`src/rtl/disp_pkg.sv`:
```
// Shared types and helpers for the 7-segment display stage.
package disp_pkg;

  typedef enum logic [1:0] {
    ST_IDLE,
    ST_CONV,
    ST_LOAD
  } state_t;

  localparam int unsigned NUM_DIGITS = 4;
  localparam logic        DP_OFF     = 1'b1;

  // Active-low segment pattern {g,f,e,d,c,b,a} for one hex nibble.
  function automatic logic [6:0] seg_lut(input logic [3:0] nib);
    logic [6:0] seg;
    case (nib)
      4'h0: seg = 7'h40;
      4'h1: seg = 7'h79;
      4'h2: seg = 7'h24;
      4'h3: seg = 7'h30;
      4'h4: seg = 7'h19;
      4'h5: seg = 7'h12;
      4'h6: seg = 7'h02;
      4'h7: seg = 7'h78;
      4'h8: seg = 7'h00;
      4'h9: seg = 7'h10;
      4'hA: seg = 7'h08;
      4'hB: seg = 7'h03;
      4'hC: seg = 7'h46;
      4'hD: seg = 7'h21;
      4'hE: seg = 7'h06;
      default: seg = 7'h0E;
    endcase
    return seg;
  endfunction

endpackage

```
`src/rtl/bin2bcd16.sv`:
```
// Sequential double-dabble: 16-bit binary to 20-bit BCD, one bit per cycle.
module bin2bcd16 (
  input  logic        clk,
  input  logic        rst,
  input  logic        start,
  input  logic [15:0] bin,
  output logic [19:0] bcd,
  output logic        done
);

  logic [35:0] r_shift;
  logic [3:0]  r_cnt;
  logic        r_busy;
  logic        r_done;
  logic [35:0] w_adj;

  always_comb begin
    w_adj = r_shift;
    for (int unsigned i = 0; i < 5; i++) begin
      if (r_shift[16 + 4*i +: 4] >= 4'd5)
        w_adj[16 + 4*i +: 4] = r_shift[16 + 4*i +: 4] + 4'd3;
    end
  end

  always_ff @(posedge clk or negedge rst) begin
    if (!rst) begin
      r_shift <= '0;
      r_cnt   <= '0;
      r_busy  <= 1'b0;
      r_done  <= 1'b0;
    end else begin
      r_done <= 1'b0;
      if (start) begin
        r_shift <= {{20{1'b0}}, bin};
        r_cnt   <= '0;
        r_busy  <= 1'b1;
      end else if (r_busy) begin
        r_shift <= {w_adj[34:0], 1'b0};
        r_cnt   <= r_cnt + 4'd1;
        if (r_cnt == 4'd15) begin
          r_busy <= 1'b0;
          r_done <= 1'b1;
        end
      end
    end
  end

  assign bcd  = r_shift[35:16];
  assign done = r_done;

endmodule

```
`src/rtl/disp_7seg.sv`:
```
// Captures one stream sample, optionally converts to BCD, and scans it onto a
// 4-digit common-anode 7-segment display.
module disp_7seg
  import disp_pkg::*;
#(
  parameter int unsigned REFRESH_DIV = 50000
) (
  input  logic        clk,
  input  logic        rst,
  input  logic [15:0] d_in,
  input  logic        d_valid,
  input  logic        dec_mode,
  output logic        d_ready,
  output logic [3:0]  an,
  output logic [7:0]  dec_cat
);

  localparam int unsigned CW = (REFRESH_DIV > 2) ? $clog2(REFRESH_DIV) : 1;

  state_t          r_state, w_next;
  logic [15:0]     r_data;
  logic            r_mode;
  logic [3:0]      r_iter;
  logic [15:0]     r_disp;
  logic            r_ovf;
  logic [CW-1:0]   r_refresh;
  logic [1:0]      r_digit;
  logic [3:0]      r_an;
  logic [7:0]      r_cat;
  logic            w_capture;
  logic [19:0]     w_bcd;
  logic            w_done;
  logic [3:0]      w_nib;
  logic            w_dp;

  assign w_capture = (r_state == ST_IDLE) && d_valid;

  // The converter loads d_in on the capture edge so its 16 iterations line up
  // exactly with the 16 CONV cycles.
  bin2bcd16 u_bin2bcd16 (
    .clk   (clk),
    .rst   (rst),
    .start (w_capture && dec_mode),
    .bin   (d_in),
    .bcd   (w_bcd),
    .done  (w_done)
  );

  always_comb begin
    w_next = r_state;
    case (r_state)
      ST_IDLE: if (d_valid) w_next = dec_mode ? ST_CONV : ST_LOAD;
      ST_CONV: if (r_iter == 4'd15) w_next = ST_LOAD;
      ST_LOAD: w_next = ST_IDLE;
      default: w_next = ST_IDLE;
    endcase
  end

  always_ff @(posedge clk or negedge rst) begin
    if (!rst) begin
      r_state <= ST_IDLE;
      r_data  <= '0;
      r_mode  <= 1'b0;
      r_iter  <= '0;
      r_disp  <= '0;
      r_ovf   <= 1'b0;
    end else begin
      r_state <= w_next;
      r_iter  <= (r_state == ST_CONV) ? r_iter + 4'd1 : '0;
      if (w_capture) begin
        r_data <= d_in;
        r_mode <= dec_mode;
      end
      if (r_state == ST_LOAD) begin
        if (!r_mode) begin
          r_disp <= r_data;
          r_ovf  <= 1'b0;
        end else if (w_done) begin
          r_disp <= w_bcd[15:0];
          r_ovf  <= |w_bcd[19:16];
        end
      end
    end
  end

  assign d_ready = (r_state == ST_IDLE);

  assign w_nib = r_disp[4*r_digit +: 4];
  assign w_dp  = (r_digit == 2'(NUM_DIGITS - 1) && r_ovf) ? ~DP_OFF : DP_OFF;

  always_ff @(posedge clk or negedge rst) begin
    if (!rst) begin
      r_refresh <= '0;
      r_digit   <= '0;
      r_an      <= 4'b1110;
      r_cat     <= 8'hC0;
    end else begin
      if (r_refresh == CW'(REFRESH_DIV - 1)) begin
        r_refresh <= '0;
        r_digit   <= r_digit + 2'd1;
      end else begin
        r_refresh <= r_refresh + CW'(1);
      end
      r_an  <= ~(4'b0001 << r_digit);
      r_cat <= {w_dp, seg_lut(w_nib)};
    end
  end

  assign an      = r_an;
  assign dec_cat = r_cat;

endmodule

```
`config.mk`:
```
export PLATFORM = sky130hd
export DESIGN_NAME = disp_7seg
export DESIGN_NICKNAME = d
export VERILOG_FILES = /design/src/rtl/disp_pkg.sv /design/src/rtl/bin2bcd16.sv /design/src/rtl/disp_7seg.sv
export SDC_FILE = /design/constraint.sdc
export NUM_CORES = 1
export LEC_CHECK = 0
export ABC_CLOCK_PERIOD_IN_PS = 2900
export BUFFER_PORTS_ARGS = -buffer_cell sky130_fd_sc_hd__buf_2
export CAP_MARGIN = 40
export CELL_PAD_IN_SITES_DETAIL_PLACEMENT = 1
export CELL_PAD_IN_SITES_GLOBAL_PLACEMENT = 2
export CORE_MARGIN = 2
export CORE_UTILIZATION = 41
export CTS_CLUSTER_SIZE = 14
export DETAILED_ROUTE_END_ITERATION = 8
export GPL_TIMING_DRIVEN = 0
export MAX_ROUTING_LAYER = met4
export PLACE_DENSITY = 0.89
export RECOVER_POWER = 50
export SLEW_MARGIN = 10
export SYNTH_ARGS = -nofsm -noshare
export SYNTH_HDL_FRONTEND = slang
export SYNTH_SLANG_ARGS = --single-unit
```
`constraint.sdc`:
```
create_clock -name clk -period 2.9 [get_ports clk]
set_input_delay 0.29 -clock clk [delete_from_list [all_inputs] [get_ports clk]]
set_output_delay 0.29 -clock clk [all_outputs]
set_load 0.05 [all_outputs]
```
== Word level (Yosys, flattened, before mapping) ==
Memory sizes are Yosys's and may differ from the RTL's. A register that Yosys moved wholly into a read port is not among the register bits.
Index checks and enable logic that the tools add are counted.
Operators by class
  add/sub/neg operators: 9
  order comparisons: 5
  equality and inequality tests: 9
  shift operators: 2
  multiplexer cells: 26
  bitwise operators: 1
  reductions and logical operators: 9
Operators with widths (number)
  two-way mux 36 bit: 2
  two-way mux 16 bit: 3
  two-way mux 4 bit: 7
  >= comparator 4 x 3 -> 1 bit (second input constant): 5
  adder 16 x 1 -> 16 bit (second input constant): 1
  adder 4 x 2 -> 4 bit (second input constant): 4
  == test 16 bit (second input constant): 1
  variable part select 16 x 5 -> 4 bit: 1
  two-way mux 1 bit: 9
  adder 4 x 1 -> 4 bit (second input constant): 2
  == test 4 bit (second input constant): 2
  two-way mux 2 bit: 3
  == test 2 bit (second input constant): 2
  != test 2 bit (second input constant): 2
  inverter 4 bit: 1
  case mux 2 bit (2 select lines): 1
  AND reduction 2 bit: 2
  OR reduction 4 bit: 1
  << shifter 1 x 2 -> 4 bit (first input constant): 1
  adder 3 x 2 -> 3 bit (second input constant): 1
  logical AND 1 bit: 3
  two-way mux 3 bit: 1
  adder 2 x 1 -> 2 bit (second input constant): 1
  == test 2 x 1 -> 1 bit (second input constant): 1
  4 further kinds: 4
Storage, ports and cells
  register bits: 112
  bits in read-only memories: 112
  input port bits: 20
  output and inout bits: 13
  word-level logic and storage cells: 76
  memories kept: 1
Memories
  (name not given): words 16, width 7, read ports 1, clocked after Yosys merged registers in 1, write ports 0, line disp_pkg.sv:16  | case (nib)

== Longest topological paths before layout ==
Gate-level depths: netlist of the first run.
  depth after elaboration: 4
  mapped depth: 7
  gate-level depth less buffers: 7

== Hierarchy ==
From an unflattened synthesis of the first run, not the netlist that was laid out.
Second synthesis, totals
  cells, all modules: 548
  area total of the unflattened synthesis: 5609.1 um^2
Modules (own cells, without submodules)
  disp_7seg: instances 1, cells each 303, area each 3204.3 um^2, seq. area each 1757.9 um^2
  bin2bcd16: instances 1, cells each 245, area each 2404.8 um^2, seq. area each 1051.0 um^2

== Worst setup path after synthesis of the first run ==
OpenSTA, ideal clock, no wires.
  path type: flip-flop to flip-flop
  from: register r_state[0]
  to: register r_data[10]
  setup time: 0.125 ns
  arrival time: 2.069 ns
  required time: 2.775 ns
  slack: 0.707 ns
  cell stages (with the launch flop): 6
  buffers on the path: 2
  clock period less this slack: 2.193 ns
  path through: dfrtp_1 > nor2_1 > and2_1 > buf_2 > buf_2 > mux2_2
Between the ends
  longest elaborated chain between the ends: 2
Ends and longest elaborated chain
  start, declared: line disp_7seg.sv:20  | state_t r_state, w_next;
  start signal, assigned: line disp_7seg.sv:68  | r_state <= w_next;
  logical NOT 2 bit
  named net d_ready: line disp_7seg.sv:13  | output logic d_ready,
  logical AND 1 bit: line disp_7seg.sv:36  | assign w_capture = (r_state == ST_IDLE) && d_valid;
  end signal, assigned: line disp_7seg.sv:71  | r_data <= d_in;
  end, declared: line disp_7seg.sv:21  | logic [15:0] r_data;
The timed path passes the listed nets, and every way through them passes these cells.
A chain may end at the register's enable or synchronous reset.

== Worst setup path after layout of the first run ==
  from: register r_digit[0]
  to: register r_cat[3], in the netlist dec_cat[3]
Between the ends
  longest elaborated chain between the ends: 1
Ends and longest elaborated chain
  start, declared: line disp_7seg.sv:27  | logic [1:0] r_digit;
  start signal, assigned: line disp_7seg.sv:100  | r_digit <= r_digit + 2'd1;
  variable part select 16 x 5 -> 4 bit: line disp_7seg.sv:88  | assign w_nib = r_disp[4*r_digit +: 4];
  end, declared: line disp_7seg.sv:29  | logic [7:0] r_cat;
Every way passes these cells.

==> results by group, run 1 <==
Run
  • Max Cap Viol: 0

Power and ir drop
  • Internal power: between 0.003 and 0.004 W
  • Worst VDD drop: between 0.0005 and 0.0006 V
  • Pwr dens: 1011 nW/um2
  • Seq pwr share: 41.5%
  • Logic pwr share: between 30% and 40%
  • Clock share of power: 20.6%
  • Sw Share: a little under two fifths
  • LEAKAGE: 2.870 nW
  • P_sw: between 0.002 and 0.0025 W

Finish
  • Multi-input logic area: 2362 um2
  • N_diodes: 0
  • Area delta synth->final: 13.32%
  • Layout cells sized above 1: between 15 and 20%
  • Fill cell count: between 1,000 and 1,500
  • Layout Nets: just under 600
  • Final core area utilization: 47.96%
  • Storage element area: between 2000 and 3000 um2

Die
  • Die Y: 118.4 um
  • I/O pin cnt: 33
  • Std cell rows: a little over 40
  • Die ar.: between 10,000 and 15,000 um2
  • Die X: 118.4 um
  • CORE AREA: 12,670 um2
  • Starting density of the core: a little over two fifths

Min path
  • Min-delay worst type: primary input to flop

Clock network
  • H-tree level count: 3
  • Post-CTS setup buffers: 0
  • Clk sinks: between 100 and 150
  • Insertion delay to the later sink of the worst-skew pair: approximately 0.36 ns
  • CTS Buffer Depth: 2
  • CTS tree: built
  • Post-CTS sizing: 0
  • Hold buffers post-CTS: 1
  • Clock transition at path regs: 0.07 ns
  • Num CTS Buffers: 9
  • Clk Tree Root Cell: clkbuf_16

Timing
  • Clock skew: 0.01102 ns
  • Final period util: between 80% and 90%
  • Finish-stage setup viols: 0
  • Worst Tran Pin Value: approximately 0.81 ns
  • Setup tns final: 0 ns
  • Highest clock rate: approximately 420 MHz
  • Crit path time final: about 2.4 ns
  • Setup repair after global routing missed its margin: no
  • Final Hold Fails: 0
  • Slew margin rel.: between 40 and 50%
  • Max-slew violations: 0

Placement
  • RD Place Congestion: around 0.8
  • PortBufs: 32
  • Post-detail-place hpwl: slightly below 9000 um

Outcome
  • Status: finished, final reports clean

Synthesis
  • Syn. warnings: 0
  • Syn Inst Count: ~490
  • Synth Flop Type: dfrtp_1
  • Synth unique cells: 38
  • Async SR Flop Fraction: between 90% and 100%
  • Syn Area/Cell: 10.97 um2
  • #FFs+latches synth: roughly 110
  • Post-Syn Area: approximately 5400 um2
  • Number of synthesized flops with an enable pin: 0
  • Register area share after synthesis: about 52%
  • Syn nets: around 530

Worst setup path
  • Critical setup path kind: flop to flop
  • Worst R2R Setup Slack: 0.51 ns
  • Setup crit start kind: flop
  • Crit end category: flop
  • Worst endpoint data arrival time: 2.62 ns
  • CP required: 3.12 ns
  • Crit path max fanout: 6

Route
  • Initial DRC Count: 116
  • Remaining antenna violation count after routing: 0
  • First-pass DRT Iterations: 4
  • Total number of vias: ~3,700
  • Routed wire per std cell: 17.39 um
  • Vias per inst: ~5.1
  • Drt total wl: about 12,000 um
  • DRC Markers: 0

Global route
  • Initial antenna violation count: 0
  • Pin count of the biggest net entering global routing: roughly 70
  • GRT Overall Usage: between 10% and 20%
  • Vias in the first global route: ~4,000
  • Gr ovfl total: 0
  • First-pass GRT wire length: around 21,000 um
[flip-flops by register name (all words and copies together) (netlist names)]
name	count
r_iter	4
an	4
u_bin2bcd16.r_shift	36
u_bin2bcd16.done	1
r_data	16
r_digit	2
r_state	2
r_ovf	1
r_disp	16
r_mode	1
dec_cat	8
r_refresh	16
u_bin2bcd16.r_busy	1
u_bin2bcd16.r_cnt	4
[through the flow]
stage               instance area (um2)  setup WS [ns]  total power, W  std cells  hold slack (ns)
CTS                                6085         0.6694        0.006224        711           0.1443
global placement                   5738         0.2492        0.004724        693           0.3958
global route                       6077         0.3271        0.006607        711           0.1709
finish                             6077         0.5058        0.006144        711           0.1535
floorplan                          5363         0.7065        0.004223        489        -0.005591
detailed placement                 5772         0.6825        0.004906        694           0.2364
[critical path: stages (launching register included)]
cell and delay (ns):
dfrtp_1 0.39, clkbuf_1 0.31, mux4_1 0.75, inv_1 0.16, ha_1 0.15, inv_1 0.05
mux4_2 0.46
[final cells by class]
cell class	count	area share, %
Inverter	22	1.359
Sequential cell	112	46.22
Clock buffer	9	3.706
Tap cell	172	3.541
Clock inverter	7	1.277
Timing Repair Buffer	34	3.356
Buffer	23	1.668
Multi-Input combinational cell	332	38.87
[metal layers]
| metal | GRT usage [%] | up-vias | wire length, um |
|---|---|---|---|
| met1 | 23.05 | 1857 | 5366 |
| met4 | 4.669 | 0 | 105 |
| met2 | 34.47 | 40 | 6533 |
| li1 | - | 1747 | - |
| met3 | 4.488 | 8 | 360 |
| met5 | - | - | 0 |
[cells in the mapped netlist, types with 3 or more instances]
library cell  count  area share (%)
a21o_1            5            0.70
a21oi_1          32             3.0
and3_1            4            0.47
buf_2             6            0.56
clkbuf_1         14            0.98
dfrtp_1         107              50
dfstp_2           5             2.4
ha_1             23             5.4
inv_1            22             1.5
mux2_2           19             4.0
mux2i_1          42             7.8
mux4_2            3             1.3
nand2_1          40             2.8
nand2b_1         16             1.9
nand3_1          16             1.5
nand4_1           4            0.47
nor2_1           44             3.1
o211ai_1          4            0.56
o21ai_0          29             2.7
xnor2_1          17             2.8
xor2_1           12             2.0
[power groups by stage]
stage	clock (W)	combinational (W)	sequential, W
6_report	0.00127	0.00233	0.00255
5_1_grt	0.00137	0.00261	0.00263
4_1_cts	0.00130	0.00237	0.00255
3_5_place_dp	0	0.00234	0.00257
3_3_place_gp	0	0.00219	0.00253
2_1_floorplan	0	0.00166	0.00257
[cell usage in the layout, fill, tap and decap left out, drive strengths merged, types with 5 or more instances in the layout]
cell type / n
xor2: 12
nand2: 40
o21ai: 29
dfstp: 5
dfrtp: 107
mux2: 19
a21oi: 32
nor2: 44
mux2i: 42
ha: 23
clkbuf: 24
inv: 24
xnor2: 17
nand3: 16
mux4: 5
nand2b: 16
a21o: 5
buf: 41
[cells by family after synthesis]
group	synth area share, %
fa+ha+maj	5.366
simple gates	12.39
flops	52.38
mux	14.07
buf+inv	3.570
xor+xnor	4.736
compound gates	7.490
[path summary, 6_finish.rpt]
| kind | cells after the start | end | startpoint |
|---|---|---|---|
| max in group asynchronous | 3 | u_bin2bcd16.r_shift[6]$_DFFE_PN0P_ | rst |
| worst max-delay path | 6 | dec_cat[3]$_DFF_PN0_ | r_digit[0]$_DFFE_PN0N_ |
| worst max register to register | 6 | dec_cat[3]$_DFF_PN0_ | r_digit[0]$_DFFE_PN0N_ |
| worst min register to register | 1 | dec_cat[7]$_DFF_PN1_ | r_ovf$_DFFE_PN0P_ |
| min in group asynchronous | 2 | r_ovf$_DFFE_PN0P_ | rst |
| worst min-delay path | 3 | u_bin2bcd16.r_shift[1]$_DFFE_PN0P_ | d_in[1] |
Note: power is estimated with default switching activity, not from simulation.
==> inputs of run 2 (changes only) <==
- ABC_CLOCK_PERIOD_IN_PS: 2900 -> 2000
- CORE_UTILIZATION: 41 -> 37
- PLACE_DENSITY: 0.89 -> 0.85
- clock period: 2.9 -> 2 ns (I/O delays scaled with it)
==> run 2 against run 1 <==
  * Utilization fell by 4.0 points
  * Combinational power rose by 49%
  * Non-clock buffer count rose by 10
  * Sequential share of layout area fell by 0.76 points
  * Maximum frequency rose by 23%
  * Critical path type unchanged
  * Largest cell class unchanged
==> results by group, run 2 (synthesized netlist as in run 1, its figures left out) <==
Die
  • Std cell rows: 43 (was 41)
  • CORE AREA: 14,040 um2 (was 12,670 um2)
  • I/O pin cnt: 33 (unchanged)
  • Die Y: 124.4 um (was 118.4 um)
  • Starting density of the core: 38.19% (was 42.32%)
  • Die ar.: 15,470 um2 (was 14,010 um2)
  • Die X: 124.4 um (was 118.4 um)

Route
  • M1 WL: 5449 um (was 5366 um)
  • Initial DRC Count: 169 (was 116)
  • DRC Markers: 0 (unchanged)
  • First-pass DRT Iterations: 4 (unchanged)
  • Total number of vias: 3,697 (was 3,652)
  • WL met3: 419 um (was 360 um)
  • Drt total wl: 12,310 um (was 12,370 um)
  • Vias per inst: 5.078 (was 5.136)
  • Routed wire per std cell: 16.91 um (was 17.39 um)
  • Remaining antenna violation count after routing: 0 (unchanged)
  • Metal2 WL: 6372 um (was 6533 um)
  • Highest metal used: met4 (unchanged)

Min path
  • Hold path endpoint: u_bin2bcd16.r_shift[7]$_DFFE_PN0P_ (was u_bin2bcd16.r_shift[1]$_DFFE_PN0P_)
  • Hold Crit Depth: 3 (unchanged)
  • Hold_sp: d_in[7] (was d_in[1])
  • Min-delay worst type: primary input to flop (unchanged)

Timing
  • Finish-stage setup viols: 0 (unchanged)
  • Clock skew: 0.01189 ns (was 0.01102 ns)
  • Final Hold Fails: 0 (unchanged)
  • Setup repair after global routing missed its margin: yes (was no)
  • Fin Hold WS: 0.07615 ns (was 0.1535 ns)
  • Final worst slack: 0.04808 ns (was 0.5058 ns)
  • Max-slew violations: 0 (unchanged)
  • Worst Tran Pin Value: 1.169 ns (was 0.8056 ns)
  • Slew margin rel.: 22.05% (was 46.29%)
  • Highest clock rate: 512.3 MHz (was 417.7 MHz)
  • Final period util: 97.60% (was 82.56%)
  • Crit path time final: 1.952 ns (was 2.394 ns)

Worst setup path
  • Reg2reg start: r_digit[0]$_DFFE_PN0N_ (unchanged)
  • Worst R2R Setup Slack: 0.05 ns (was 0.51 ns)
  • Crit path max fanout: 5 (was 6)
  • Crit-path cells: buf_6 > mux4_2 > inv_2 > ha_4 > inv_2 > mux4_2 (was clkbuf_1 > mux4_1 > inv_1 > ha_1 > inv_1 > mux4_2)
  • Buf/Inv on CP: 3 (unchanged)
  • Crit end category: flop (unchanged)
  • Family with the most delay on the worst path: multiplexers (unchanged)
  • Max incr delay on CP: 0.57 ns (was 0.75 ns)
  • R2r endpoint: dec_cat[3]$_DFF_PN0_ (unchanged)
  • Slowest CP cell: mux4_2 (was mux4_1)
  • CP required: 2.22 ns (was 3.12 ns)
  • Cell count of the worst reg-to-reg path: 6 (unchanged)
  • Critical setup path kind: flop to flop (unchanged)
  • Setup crit start kind: flop (unchanged)
  • Worst endpoint data arrival time: 2.17 ns (was 2.62 ns)

Global route
  • Pin count of the biggest net entering global routing: 70 (was 71)
  • Initial antenna violation count: 0 (unchanged)
  • Gr ovfl total: 0 (unchanged)
  • GRT Overall Usage: 17.22% (was 19.71%)
  • First-pass GRT wire length: 20,640 um (was 21,070 um)
  • Vias in the first global route: 4,047 (was 4,039)

Placement
  • Pre-CTS WS: -0.1992 ns (was 0.6825 ns)
  • Post-detail-place hpwl: 8859 um (was 8806 um)
  • PortBufs: 32 (unchanged)
  • RD Place Congestion: 0.8019 (was 0.8014)

Finish
  • Largest register FFs: 36 (unchanged)
  • Commonest cells after routing, fill and taps aside: dfrtp_1, nor2_1, mux2i_1 (unchanged)
  • Commonest non-fill, non-tap cell in the layout: dfrtp_1 (unchanged)
  • Register with the most flip-flops: u_bin2bcd16.r_shift (unchanged)
  • Final core area utilization: 44.00% (was 47.96%)
  • N_diodes: 0 (unchanged)
  • Area delta synth->final: 15.21% (was 13.32%)
  • Layout Nets: 587 (was 577)
  • Layout cells sized above 1: 19.89% (was 15.96%)

Power and ir drop
  • Sw Share: 37.16% (was 37.90%)
  • LEAKAGE: 2.930 nW (was 2.870 nW)
  • P_sw: 0.003347 W (was 0.002329 W)
  • Seq pwr share: 41.2% (was 41.5%)
  • Total power draw: 0.009007 W (was 0.006144 W)
  • Clock share of power: 20.2% (was 20.6%)
  • Logic pwr share: 38.7% (was 37.9%)
  • Pwr dens: 1458 nW/um2 (was 1011 nW/um2)
  • Worst VDD drop: 0.0005362 V (was 0.0005158 V)
  • Internal power: 0.005660 W (was 0.003815 W)

Clock network
  • Num CTS Buffers: 9 (unchanged)
  • Insertion delay to the later sink of the worst-skew pair: 0.36 ns (about the same)
  • Clk sinks: 112 (unchanged)
  • H-tree level count: 3 (unchanged)
  • CTS Buffer Depth: 2 (unchanged)
  • Clk Tree Root Cell: clkbuf_16 (unchanged)
  • CTS tree: built (unchanged)
  • Clock transition at path regs: 0.07 ns (about the same)

Outcome
  • Status: finished, final reports clean (unchanged)

Run
  • Max Cap Viol: 0 (unchanged)
==> run 2: power groups by stage <==
stage / Clock [W] / Combinational [W] / Sequential, W
after floorplan: 0 / 0.00241 / 0.00372
after global placement: 0 / 0.00317 / 0.00369
after detailed placement: 0 / 0.00336 / 0.00375
after CTS: 0.00189 / 0.00344 / 0.00371
after global routing: 0.00197 / 0.00394 / 0.00382
final: 0.00182 / 0.00348 / 0.00371
==> run 2: how the worst max path moves through the flow <==
stage,startpoint,end,depth (start not counted)
global route,r_digit[0]$_DFFE_PN0N_,dec_cat[3]$_DFF_PN0_,6
CTS,r_refresh[4]$_DFF_PN0_,r_digit[1]$_DFFE_PN0N_,6
global placement,rst,u_bin2bcd16.r_shift[11]$_DFFE_PN0P_,1
detailed placement,r_digit[0]$_DFFE_PN0N_,dec_cat[3]$_DFF_PN0_,6
finish,r_digit[0]$_DFFE_PN0N_,dec_cat[3]$_DFF_PN0_,6
floorplan,r_digit[0]$_DFFE_PN0N_,dec_cat[3]$_DFF_PN0_,6
==> run 2: timing repair <==
| item | in CTS | in global routing |
|---|---|---|
| pin swaps | 0 | 1 |
| hold buffers | 1 | 0 |
| buffers inserted | 4 | 6 |
| setup endpoints to repair | 6 | 35 |
| gates resized for setup | 6 | 9 |
| endpoints found under the hold margin | 38 | 0 |
==> run 2: cell type report <==
cell class,count,area (um2)
clock inverter,5,56.30
inverter,22,82.58
fill,1544,7864
sequential,112,2809
clock buffer,10,239.0
timing repair buffer,44,272.8
multi-input combinational,332,2381
buffer,23,112.6
tap,180,225.2
==> run 2: per-stage QoR <==
step / area (um2) / setup TNS, ns / cells
floorplan: 5365 / 0 / 489
global placement: 5751 / -62.78 / 701
detailed placement: 5784 / -0.6000 / 702
CTS: 6117 / 0 / 722
global route: 6178 / -0.02866 / 728
finish: 6178 / 0 / 728
==> run 2: routing by layer <==
layer | track usage (%) | vias to the layer above
met1 | 20.73 | 1873
met3 | 4.253 | 7
met4 | 3.767 | 0
li1 | - | 1762
met2 | 29.41 | 55
met5 | - | -
==> run 2: tightest hold or removal path, stage by stage <==
cell     delay [ns]
buf_2          0.09
nand2_1        0.04
o21ai_0        0.06
==> inputs of run 3 (changes only) <==
- CELL_PAD_IN_SITES_GLOBAL_PLACEMENT: 2 -> 1
- CORE_UTILIZATION: 37 -> 44
==> run 3 against run 2 <==
  * Worst setup slack worse by 0.011 ns
  * Total power down 0.34%
  * Clock power down 5%
  * Utilization up 6.8 points
  * Via count up 2.0%
  * Clock skew down 0.0024 ns
  * Sequential power about the same
  * Cell area down 1.6%
  * Count of clock-buffer cells in the layout unchanged
  * Non-clock buffer count down 6
  * Critical path type unchanged
==> results by group, run 3 (synthesized netlist as in run 1, its figures left out) <==
Min path
  • Hold Crit Depth: 3 (unchanged)
  • Hold_sp: d_in[8] (was d_in[7])
  • Min-delay worst type: primary input to flop (unchanged)
  • Hold path endpoint: u_bin2bcd16.r_shift[8]$_DFFE_PN0P_ (was u_bin2bcd16.r_shift[7]$_DFFE_PN0P_)

Die
  • Die Y: 114.4 um (was 124.4 um)
  • I/O pin cnt: 33 (unchanged)
  • Starting density of the core: 44.83% (was 38.19%)
  • CORE AREA: 11,960 um2 (was 14,040 um2)
  • Std cell rows: 40 (was 43)
  • Die ar.: 13,090 um2 (was 15,470 um2)
  • Die X: 114.4 um (was 124.4 um)

Clock network
  • Num CTS Buffers: 9 (unchanged)
  • CTS Buffer Depth: 2 (unchanged)
  • Clk sinks: 112 (unchanged)
  • Insertion delay to the later sink of the worst-skew pair: 0.35 ns (was 0.36 ns)
  • H-tree level count: 3 (unchanged)
  • Clock transition at path regs: 0.08 ns (was 0.07 ns)
  • Clk Tree Root Cell: clkbuf_16 (unchanged)
  • CTS tree: built (unchanged)

Worst setup path
  • Crit path max fanout: 5 (unchanged)
  • Crit end category: flop (unchanged)
  • Critical setup path kind: flop to flop (unchanged)
  • R2r endpoint: dec_cat[3]$_DFF_PN0_ (unchanged)
  • Buf/Inv on CP: 3 (unchanged)
  • Worst R2R Setup Slack: 0.04 ns (was 0.05 ns)
  • CP required: 2.22 ns (about the same)
  • Crit-path cells: buf_6 > mux4_2 > inv_4 > ha_4 > inv_2 > mux4_2 (was buf_6 > mux4_2 > inv_2 > ha_4 > inv_2 > mux4_2)
  • Reg2reg start: r_digit[0]$_DFFE_PN0N_ (unchanged)
  • Family with the most delay on the worst path: multiplexers (unchanged)
  • Setup crit start kind: flop (unchanged)
  • Worst endpoint data arrival time: 2.18 ns (was 2.17 ns)
  • Slowest CP cell: mux4_2 (unchanged)
  • Crit path depth: 6 (unchanged)
  • Cell count of the worst reg-to-reg path: 6 (unchanged)
  • Most frequent CP cell: mux4_2
  • Max incr delay on CP: 0.60 ns (was 0.57 ns)

Finish
  • Commonest cells after routing, fill and taps aside: dfrtp_1, nor2_1, mux2i_1 (unchanged)
  • Fill cell count: 1,320 (was 1,544)
  • Largest register FFs: 36 (unchanged)
  • Area delta synth->final: 13.39% (was 15.21%)
  • Layout cells sized above 1: 18.97% (was 19.89%)
  • Non-Filler Instances: 690 (was 728)
  • Storage element area: 2809 um2 (unchanged)
  • N_diodes: 0 (unchanged)
  • Layout Nets: 581 (was 587)
  • Register with the most flip-flops: u_bin2bcd16.r_shift (unchanged)
  • Commonest non-fill, non-tap cell in the layout: dfrtp_1 (unchanged)
  • Multi-input logic area: 2381 um2 (unchanged)

Power and ir drop
  • Pwr dens: 1476 nW/um2 (was 1458 nW/um2)
  • Worst VDD drop: 0.0006752 V (was 0.0005362 V)
  • LEAKAGE: 2.891 nW (was 2.930 nW)

Placement
  • Placed instance count: 669 (was 702)
  • RD Place Congestion: 0.8176 (was 0.8019)
  • PortBufs: 32 (unchanged)
  • Post-detail-place hpwl: 8820 um (was 8859 um)

Route
  • DRC Markers: 0 (unchanged)
  • Initial DRC Count: 158 (was 169)
  • Drt total wl: 12,400 um (was 12,310 um)
  • First-pass DRT Iterations: 4 (unchanged)
  • Vias per inst: 5.464 (was 5.078)
  • Total number of vias: 3,770 (was 3,697)
  • Remaining antenna violation count after routing: 0 (unchanged)
  • Routed wire per std cell: 17.98 um (was 16.91 um)

Global route
  • Pin count of the biggest net entering global routing: 71 (was 70)
  • Met1 Track Usage GR: 25.87% (was 20.73%)
  • Busiest grt layer: met2 (unchanged)
  • First-pass GRT wire length: 21,030 um (was 20,640 um)
  • Grt met3 use: 4.023% (was 4.253%)
  • Met2 Track Usage GR: 36.37% (was 29.41%)
  • Gr ovfl total: 0 (unchanged)
  • Initial antenna violation count: 0 (unchanged)
  • Vias in the first global route: 4,085 (was 4,047)
  • GRT Overall Usage: 21.22% (was 17.22%)

Run
  • Max Cap Viol: 0 (unchanged)

Timing
  • Crit path time final: 1.963 ns (was 1.952 ns)
  • Highest clock rate: 509.5 MHz (was 512.3 MHz)
  • Clock skew: 0.009450 ns (was 0.01189 ns)
  • Final Hold Fails: 0 (unchanged)
  • Worst Tran Pin Value: 1.092 ns (was 1.169 ns)
  • Setup tns final: 0 ns (unchanged)
  • Slew margin rel.: 27.18% (was 22.05%)
  • Max-slew violations: 0 (unchanged)
  • Final period util: 98.14% (was 97.60%)
  • Finish-stage setup viols: 0 (unchanged)

Outcome
  • Status: finished, final reports clean (unchanged)
## run 3: worst register-to-register path: stages (launching register included)
cell and delay, ns:
dfrtp_1 0.37, buf_6 0.14, mux4_2 0.60, inv_4 0.13, ha_4 0.13, inv_2 0.03
mux4_2 0.44
## run 3: layout make-up
cell class | count | area share, %
plain buffers | 23 | 1.852
clock buffers | 10 | 3.765
clock inverters | 6 | 0.8230
inverters | 22 | 1.440
multi-input cells | 332 | 39.16
flip-flops and latches | 112 | 46.19
well taps | 147 | 3.025
repair buffers | 38 | 3.745
## run 3: worst max path at each step
stage | from | to | slack [ns]
floorplan | r_digit[0]$_DFFE_PN0N_ | dec_cat[3]$_DFF_PN0_ | 0.01
global placement | rst | u_bin2bcd16.r_shift[13]$_DFFE_PN0P_ | -0.52
detailed placement | r_digit[0]$_DFFE_PN0N_ | dec_cat[3]$_DFF_PN0_ | -0.18
CTS | r_digit[0]$_DFFE_PN0N_ | dec_cat[3]$_DFF_PN0_ | 0.0005
global route | r_digit[0]$_DFFE_PN0N_ | dec_cat[3]$_DFF_PN0_ | -0.01
finish | r_digit[0]$_DFFE_PN0N_ | dec_cat[3]$_DFF_PN0_ | 0.04
## run 3: through the flow
step	area, um2	total power, W	hold slack (ns)	util, %	worst slack (ns)
6_report	6081	0.008976	0.07540	50.84	0.03714
5_1_grt	6081	0.009609	0.09116	50.84	-0.01135
4_1_cts	6047	0.008958	0.06792	50.55	0.0005094
3_5_place_dp	5743	0.007127	0.1432	48.01	-0.1797
3_3_place_gp	5709	0.006808	0.3980	47.73	-0.5215
2_1_floorplan	5365	0.006129	-0.09559	-	0.01082
## run 3: power breakdown
part | internal [W] | switching [W]
clock network | 0.000865 | 0.000861
logic | 0.00154 | 0.00199
registers | 0.00308 | 0.000635
total | 0.00549 | 0.00349
## run 3: what timing repair did
action                     4_1_cts  5_1_grt
gates resized for setup          3       14
hold buffers                     1        0
pin swaps                        0        1
cloned                           0        0
setup endpoints to repair        6       31
buffers inserted                 3        1
hold endpoints to repair        37        0
## run 3: metal layers
metal  routed length [um]  vias to the layer above
met4                  192                        0
li1                     -                     1761
met3                  400                       19
met1                 5419                     1921
met5                    0                        -
met2                 6391                       69
